### src/rtl/adiabatic_phase_sequencer_if.sv
// Handshake and power-clock phase bus for the adiabatic phase sequencer.
// The master side issues operations and halt; the slave side drives phase codes and capture.
interface adiabatic_phase_sequencer_if #(
  parameter int STAGES      = 7,
  parameter int RAMP_CYCLES = 4,
  parameter int TAG_W       = 4,
  parameter int RAMP_W      = (RAMP_CYCLES > 1) ? $clog2(RAMP_CYCLES) : 1
);
  logic                  op_valid;
  logic [TAG_W-1:0]      op_id;
  logic                  op_ready;
  logic                  halt;
  logic [2*STAGES-1:0]   stage_phase;
  logic [RAMP_W-1:0]     ramp_step;
  logic                  busy;
  logic                  capture;
  logic [TAG_W-1:0]      cap_id;

  modport master (
    output op_valid, op_id, halt,
    input  op_ready, stage_phase, ramp_step, busy, capture, cap_id
  );

  modport slave (
    input  op_valid, op_id, halt,
    output op_ready, stage_phase, ramp_step, busy, capture, cap_id
  );
endinterface

### src/rtl/adiabatic_phase_sequencer.sv
// Four-phase trapezoidal power-clock sequencer for an adiabatic prefix-adder pipeline.
// Each stage runs RISE -> HOLD -> FALL -> IDLE, lagging its predecessor by one phase.
module adiabatic_phase_sequencer #(
  parameter int STAGES      = 7,
  parameter int RAMP_CYCLES = 4,
  parameter int TAG_W       = 4,
  parameter int RAMP_W      = (RAMP_CYCLES > 1) ? $clog2(RAMP_CYCLES) : 1
) (
  input  logic                         i_clk,
  input  logic                         i_rst,
  adiabatic_phase_sequencer_if.slave   bus
);

  localparam logic [1:0]        PH_IDLE   = 2'b00;
  localparam logic [1:0]        PH_RISE   = 2'b01;
  localparam logic [1:0]        PH_HOLD   = 2'b10;
  localparam logic [1:0]        PH_FALL   = 2'b11;
  localparam logic [RAMP_W-1:0] RAMP_LAST = RAMP_W'(RAMP_CYCLES - 1);

  logic [1:0]        r_phase     [STAGES];
  logic [TAG_W-1:0]  r_tag       [STAGES];
  logic [1:0]        w_phase_nxt [STAGES];
  logic [TAG_W-1:0]  w_tag_nxt   [STAGES];
  logic [RAMP_W-1:0] r_ramp, w_ramp_nxt;
  logic              r_capture, w_capture_nxt;
  logic [TAG_W-1:0]  r_cap_id, w_cap_id_nxt;
  logic              w_busy, w_tick, w_ready, w_accept;

  // IDLE is never left through this path; stages are launched explicitly.
  function automatic logic [1:0] advance_phase(input logic [1:0] ph);
    logic [1:0] nxt;
    case (ph)
      PH_RISE: nxt = PH_HOLD;
      PH_HOLD: nxt = PH_FALL;
      PH_FALL: nxt = PH_IDLE;
      default: nxt = PH_IDLE;
    endcase
    return nxt;
  endfunction

  // State register: phases, tags, ramp counter and capture pulse.
  always_ff @(posedge i_clk or posedge i_rst) begin
    if (i_rst) begin
      for (int k = 0; k < STAGES; k++) begin
        r_phase[k] <= PH_IDLE;
        r_tag[k]   <= '0;
      end
      r_ramp    <= '0;
      r_capture <= 1'b0;
      r_cap_id  <= '0;
    end else begin
      for (int k = 0; k < STAGES; k++) begin
        r_phase[k] <= w_phase_nxt[k];
        r_tag[k]   <= w_tag_nxt[k];
      end
      r_ramp    <= w_ramp_nxt;
      r_capture <= w_capture_nxt;
      r_cap_id  <= w_cap_id_nxt;
    end
  end

  // Next-state logic: ramp counter, per-stage phase advance on tick, launch on accept.
  always_comb begin
    if (!w_busy) begin
      w_ramp_nxt = '0;
    end else if (bus.halt) begin
      w_ramp_nxt = r_ramp;
    end else if (r_ramp == RAMP_LAST) begin
      w_ramp_nxt = '0;
    end else begin
      w_ramp_nxt = r_ramp + RAMP_W'(1);
    end

    w_phase_nxt[0] = r_phase[0];
    w_tag_nxt[0]   = r_tag[0];
    if (w_accept) begin
      w_phase_nxt[0] = PH_RISE;
      w_tag_nxt[0]   = bus.op_id;
    end else if (w_tick) begin
      w_phase_nxt[0] = advance_phase(r_phase[0]);
    end else begin
      w_phase_nxt[0] = r_phase[0];
    end

    // A stage launches when its predecessor has been rising for a whole phase.
    for (int k = 1; k < STAGES; k++) begin
      w_phase_nxt[k] = r_phase[k];
      w_tag_nxt[k]   = r_tag[k];
      if (!w_tick) begin
        w_phase_nxt[k] = r_phase[k];
      end else if (r_phase[k] != PH_IDLE) begin
        w_phase_nxt[k] = advance_phase(r_phase[k]);
      end else if (r_phase[k-1] == PH_RISE) begin
        w_phase_nxt[k] = PH_RISE;
        w_tag_nxt[k]   = r_tag[k-1];
      end else begin
        w_phase_nxt[k] = PH_IDLE;
      end
    end

    w_capture_nxt = w_tick & (r_phase[STAGES-1] == PH_RISE);
    if (w_capture_nxt) begin
      w_cap_id_nxt = r_tag[STAGES-1];
    end else begin
      w_cap_id_nxt = r_cap_id;
    end
  end

  // Output logic: status, handshake and bus outputs derived from registered state.
  always_comb begin
    w_busy = 1'b0;
    for (int k = 0; k < STAGES; k++) begin
      w_busy = w_busy | (r_phase[k] != PH_IDLE);
    end
    w_tick   = w_busy & ~bus.halt & (r_ramp == RAMP_LAST);
    w_ready  = ~bus.halt & (r_phase[0] == PH_IDLE) & (~w_busy | (r_ramp == RAMP_LAST));
    w_accept = bus.op_valid & w_ready;

    for (int k = 0; k < STAGES; k++) begin
      bus.stage_phase[2*k +: 2] = r_phase[k];
    end
    bus.op_ready  = w_ready;
    bus.ramp_step = r_ramp;
    bus.busy      = w_busy;
    bus.capture   = r_capture;
    bus.cap_id    = r_cap_id;
  end

endmodule

### src/flat_wrapper.sv
// flat-port wrapper written by rule: the top's interface ports become plain ports
module adiabatic_phase_sequencer_flat 
#(
  parameter int STAGES      = 7,
  parameter int RAMP_CYCLES = 4,
  parameter int TAG_W       = 4,
  parameter int RAMP_W      = (RAMP_CYCLES > 1) ? $clog2(RAMP_CYCLES) : 1
)
  (i_clk, i_rst, bus_op_valid, bus_op_id, bus_halt, bus_op_ready, bus_stage_phase, bus_ramp_step, bus_busy, bus_capture, bus_cap_id);
  adiabatic_phase_sequencer_if #(.STAGES(STAGES), .RAMP_CYCLES(RAMP_CYCLES), .TAG_W(TAG_W), .RAMP_W(RAMP_W)) bus_i ();
  input  logic i_clk;
  input  logic i_rst;
  input wire logic [$bits(bus_i.op_valid)-1:0] bus_op_valid;
  input wire logic [$bits(bus_i.op_id)-1:0] bus_op_id;
  input wire logic [$bits(bus_i.halt)-1:0] bus_halt;
  output wire logic [$bits(bus_i.op_ready)-1:0] bus_op_ready;
  output wire logic [$bits(bus_i.stage_phase)-1:0] bus_stage_phase;
  output wire logic [$bits(bus_i.ramp_step)-1:0] bus_ramp_step;
  output wire logic [$bits(bus_i.busy)-1:0] bus_busy;
  output wire logic [$bits(bus_i.capture)-1:0] bus_capture;
  output wire logic [$bits(bus_i.cap_id)-1:0] bus_cap_id;
  assign bus_i.op_valid = bus_op_valid;
  assign bus_i.op_id = bus_op_id;
  assign bus_i.halt = bus_halt;
  assign bus_op_ready = bus_i.op_ready;
  assign bus_stage_phase = bus_i.stage_phase;
  assign bus_ramp_step = bus_i.ramp_step;
  assign bus_busy = bus_i.busy;
  assign bus_capture = bus_i.capture;
  assign bus_cap_id = bus_i.cap_id;
  adiabatic_phase_sequencer #(.STAGES(STAGES), .RAMP_CYCLES(RAMP_CYCLES), .TAG_W(TAG_W), .RAMP_W(RAMP_W)) u_core (.i_clk(i_clk), .i_rst(i_rst), .bus(bus_i));
endmodule
### config.mk
export PLATFORM = sky130hd
export DESIGN_NAME = adiabatic_phase_sequencer_flat
export DESIGN_NICKNAME = d
export VERILOG_FILES = /design/src/rtl/adiabatic_phase_sequencer_if.sv /design/src/rtl/adiabatic_phase_sequencer.sv /design/src/flat_wrapper.sv
export SDC_FILE = /design/constraint.sdc
export NUM_CORES = 1
export LEC_CHECK = 0
export CORE_UTILIZATION = 50
export CTS_CLUSTER_SIZE = 20
export DETAILED_ROUTE_END_ITERATION = 6
export GPL_TIMING_DRIVEN = 0
export PLACE_DENSITY = 0.76
export SYNTH_ARGS = -nofsm -noshare
export SYNTH_HDL_FRONTEND = slang
export SYNTH_SLANG_ARGS = --single-unit
### constraint.sdc
create_clock -name i_clk -period 2.2 [get_ports i_clk]
set_input_delay 0.33 -clock i_clk [delete_from_list [all_inputs] [get_ports i_clk]]
set_output_delay 0.33 -clock i_clk [all_outputs]
set_load 0.05 [all_outputs]
==> qor.yml <==
multi_input_area_um2: 1190
viasPerCell: 5.35
n_fill_cell: 323
grt_max_degree: 36
synth.most_common_cell: "dfrtp_1"
ys_seq_area_share_pct: 51.2
fin_ws_ns: 0.0943
muxShareOfSynthArea_pct: 19.7
clk_pin_slew_ns: 0.09
grt_first_pass_wirelength_um: 7400
fmax_mhz: 475
finalSetupViolCount: 0
firstDrtPassIters: 6
cp_slowest_cell: "dfrtp_2"
clkLatencyLatePin_ns: 0.31
row_count: 24
route.detailed.drc: 4
ys_ff_latch: 49
dp_slack_ns: -0.476
layout-drive-gt1-share_pct: 37.9
final_cells: 284
nNetsFinal: 261
rr_startpoint: "u_core.bus.stage_phase[11]$_DFFE_PP0P_"
cts_max_level: 2
track_usage_pct: 19.3
synthSimpleGateAreaFrac_pct: 8.89
synth_commonest_cells: "49 x dfrtp_1, 22 x ha_1, 17 x inv_1, 17 x mux2_1, 12 x nand2_1"
syn_area_um2: 2390
worstSetupPathType: "register to primary output"
post-route-min-period_ns: 2.11
relSlewSlack_pct: 65.9
gr-total-overflow: 0
worst_pin_slew_ns: 0.510
reg2reg_slack_ns: 0.23
gp_congestion: 0.787
max-vdd-ir-drop_mv: 0.779
grt_pass1_vias: 1579
cts_root_buffer: "clkbuf_8"
ys.flop_type: "dfrtp_1"
skew_ns: 0.00824
cts.path.max_buffers: 2
area_growth_pct: 28.4
register_area_um2: 1240
fin_crit_sh_pct: 95.7
reg2regPathDepth: 8
antennaDiodeCount: 0
syn_area_per_cell_um2: 13.1
die_y_um: 71.2
yosysTopAreaCellShare_pct: 51.2
r2r_end: "u_core.r_tag[9]$_DFFE_PP0P_"
cp-end-kind: "primary output"
ys_warn_count: 0
path_cells: "inv_2 > ha_4 > nand4_1 > nor2_4 > nor2_2 > nor3b_4 > buf_6"
synth_top_cells_by_area: "dfrtp_1 51%, ha_1 12%, mux2_1 8.0%, mux2_4 5.0%, mux2_2 3.8%"
cp.arrival_ns: 1.78
syn_inst: 183
antenna_found_initial: 0
postCtsHoldBufs: 0
dp.cells: 265
status: "finished, violations left"
endpoint: "bus_op_ready"
ant_nets: 0
synthXorXnorAreaFrac_pct: 0
async_flop_share_pct: 100
synth_fp_nets: 213
clock_sinks: 49
total_leakage_power_nw: 1.45
max-cap-violations: 0
tritoncts: "done"
violations: "design-rule violations"
start_util_pct: 53.5
crit_required_ns: 1.87
yosysTopAreaCell: "dfrtp_1"
synth_top_family_by_area: "multiplexers"
cts_made_buffers: 5
drt-initial-drc-count: 34
max_stage_delay_ns: 0.42
die_area_um2: 5070
min_path_type: "primary input to async pin"
crit_fanout: 4
pin_count: 31
synthAdderAreaFrac_pct: 11.5
startpoint_type: "register"
dpl.hpwl_um: 3020
finalHoldViolCount: 0
final_core_util_pct: 68.7
num_vias: 1518
fp.dieW_um: 71.2
portBuffers: 29
coreArea_um2: 4470
powerDensity_nw_per_um2: 1220
report.final.slew_viol_count: 0
drt-wirelength-per-cell_um: 15.0
postRouteWirelength_um: 4270
synth_compound_area_share_pct: 4.91
synthDistinctLibCells: 28
synth_enable_flop_cells: 0
cp-startpoint: "u_core.bus.stage_phase[11]$_DFFE_PP0P_"
[sequential cells by signal, summed over array words and instances (netlist names)]
name and cells:
u_core.bus.capture 1, u_core.bus.cap_id 4, u_core.bus.stage_phase 14, u_core.bus.ramp_step 2, u_core.r_tag 28
[power breakdown]
| part | internal [mW] | switching [mW] |
|---|---|---|
| Clock | 0.224 | 0.300 |
| Sequential | 1.11 | 0.159 |
| Combinational | 0.817 | 1.14 |
| Total | 2.15 | 1.60 |
[what timing repair did]
item,4_1_cts,5_1_grt
cloned,0,0
pin swaps,3,5
endpoints found under the setup margin,2,2
resized for setup,29,11
buffers inserted,7,4
[layout make-up]
type,count,area share [%]
clock buffers,6,2.36
inverters,17,2.16
repair buffers,41,12.9
flip-flops and latches,49,40.5
clock inverters,2,0.489
well taps,52,2.12
plain buffers,4,0.855
multi-input cells,113,38.7
[logic make-up (layout without fill, tap and decap cells)]
family                   count (synthesis)  count (layout)
buffers and inverters                   21              70
flip-flops                              49              49
multiplexers                            40              40
AO/OA/AOI/OAI                           20              20
AND/OR/NAND/NOR                         31              31
adder cells (fa/ha/maj)                 22              22
[layout by cell type (no fill, tap or decap), drive strengths merged]
cell and count:
a211oi 1, a21oi 3, and3b 1, buf 17, clkbuf 6, clkdlybuf4s15 1, clkdlybuf4s50 27, clkinvlp 2
dfrtp 49, ha 22, inv 17, mux2 33, mux2i 7, nand2 13, nand3 7, nand4 1
nor2 6, nor2b 1, nor3 1, nor3b 1, o21a 2, o21ai 13, o32a 1
[critical path, delay by kind of cell, from the launching register on]
kind	cells	cell delay (ns)
adder cells (fa/ha/maj)	1	0.17
buffers and inverters	2	0.26
flip-flops	1	0.42
AND/OR/NAND/NOR	4	0.62
[metrics by stage]
stage / hold slack [ns] / instance area (um^2) / power (mW) / setup TNS [ns]
after floorplan: 0.452 / 2430 / 2.45 / 0
after global placement: 0.464 / 2780 / 2.85 / -7.70
after detailed placement: 0.468 / 2800 / 2.93 / -0.594
after CTS: 0.314 / 3010 / 3.65 / 0
after global routing: 0.322 / 3070 / 3.99 / -0.00252
final: 0.307 / 3070 / 3.74 / 0
[per-layer routing]
layer	vias to the layer above	GRT usage (%)	part of all wire, %
li1	720	-	-
met1	764	22.7	43
met2	31	35.1	53
met3	3	4.70	3.0
met4	0	4.67	0.94
met5	-	0	0
[worst min path at each step]
stage	end	slack, ns	cells after the start
final	u_core.r_tag[14]$_DFFE_PP0P_	0.31	2
after global routing	u_core.r_tag[20]$_DFFE_PP0P_	0.32	2
after CTS	u_core.r_tag[14]$_DFFE_PP0P_	0.31	2
after detailed placement	u_core.r_tag[8]$_DFFE_PP0P_	0.47	1
after global placement	u_core.r_tag[9]$_DFFE_PP0P_	0.46	1
after floorplan	u_core.r_tag[10]$_DFFE_PP0P_	0.45	1
No activity file was read; power rests on OpenSTA's default activity.
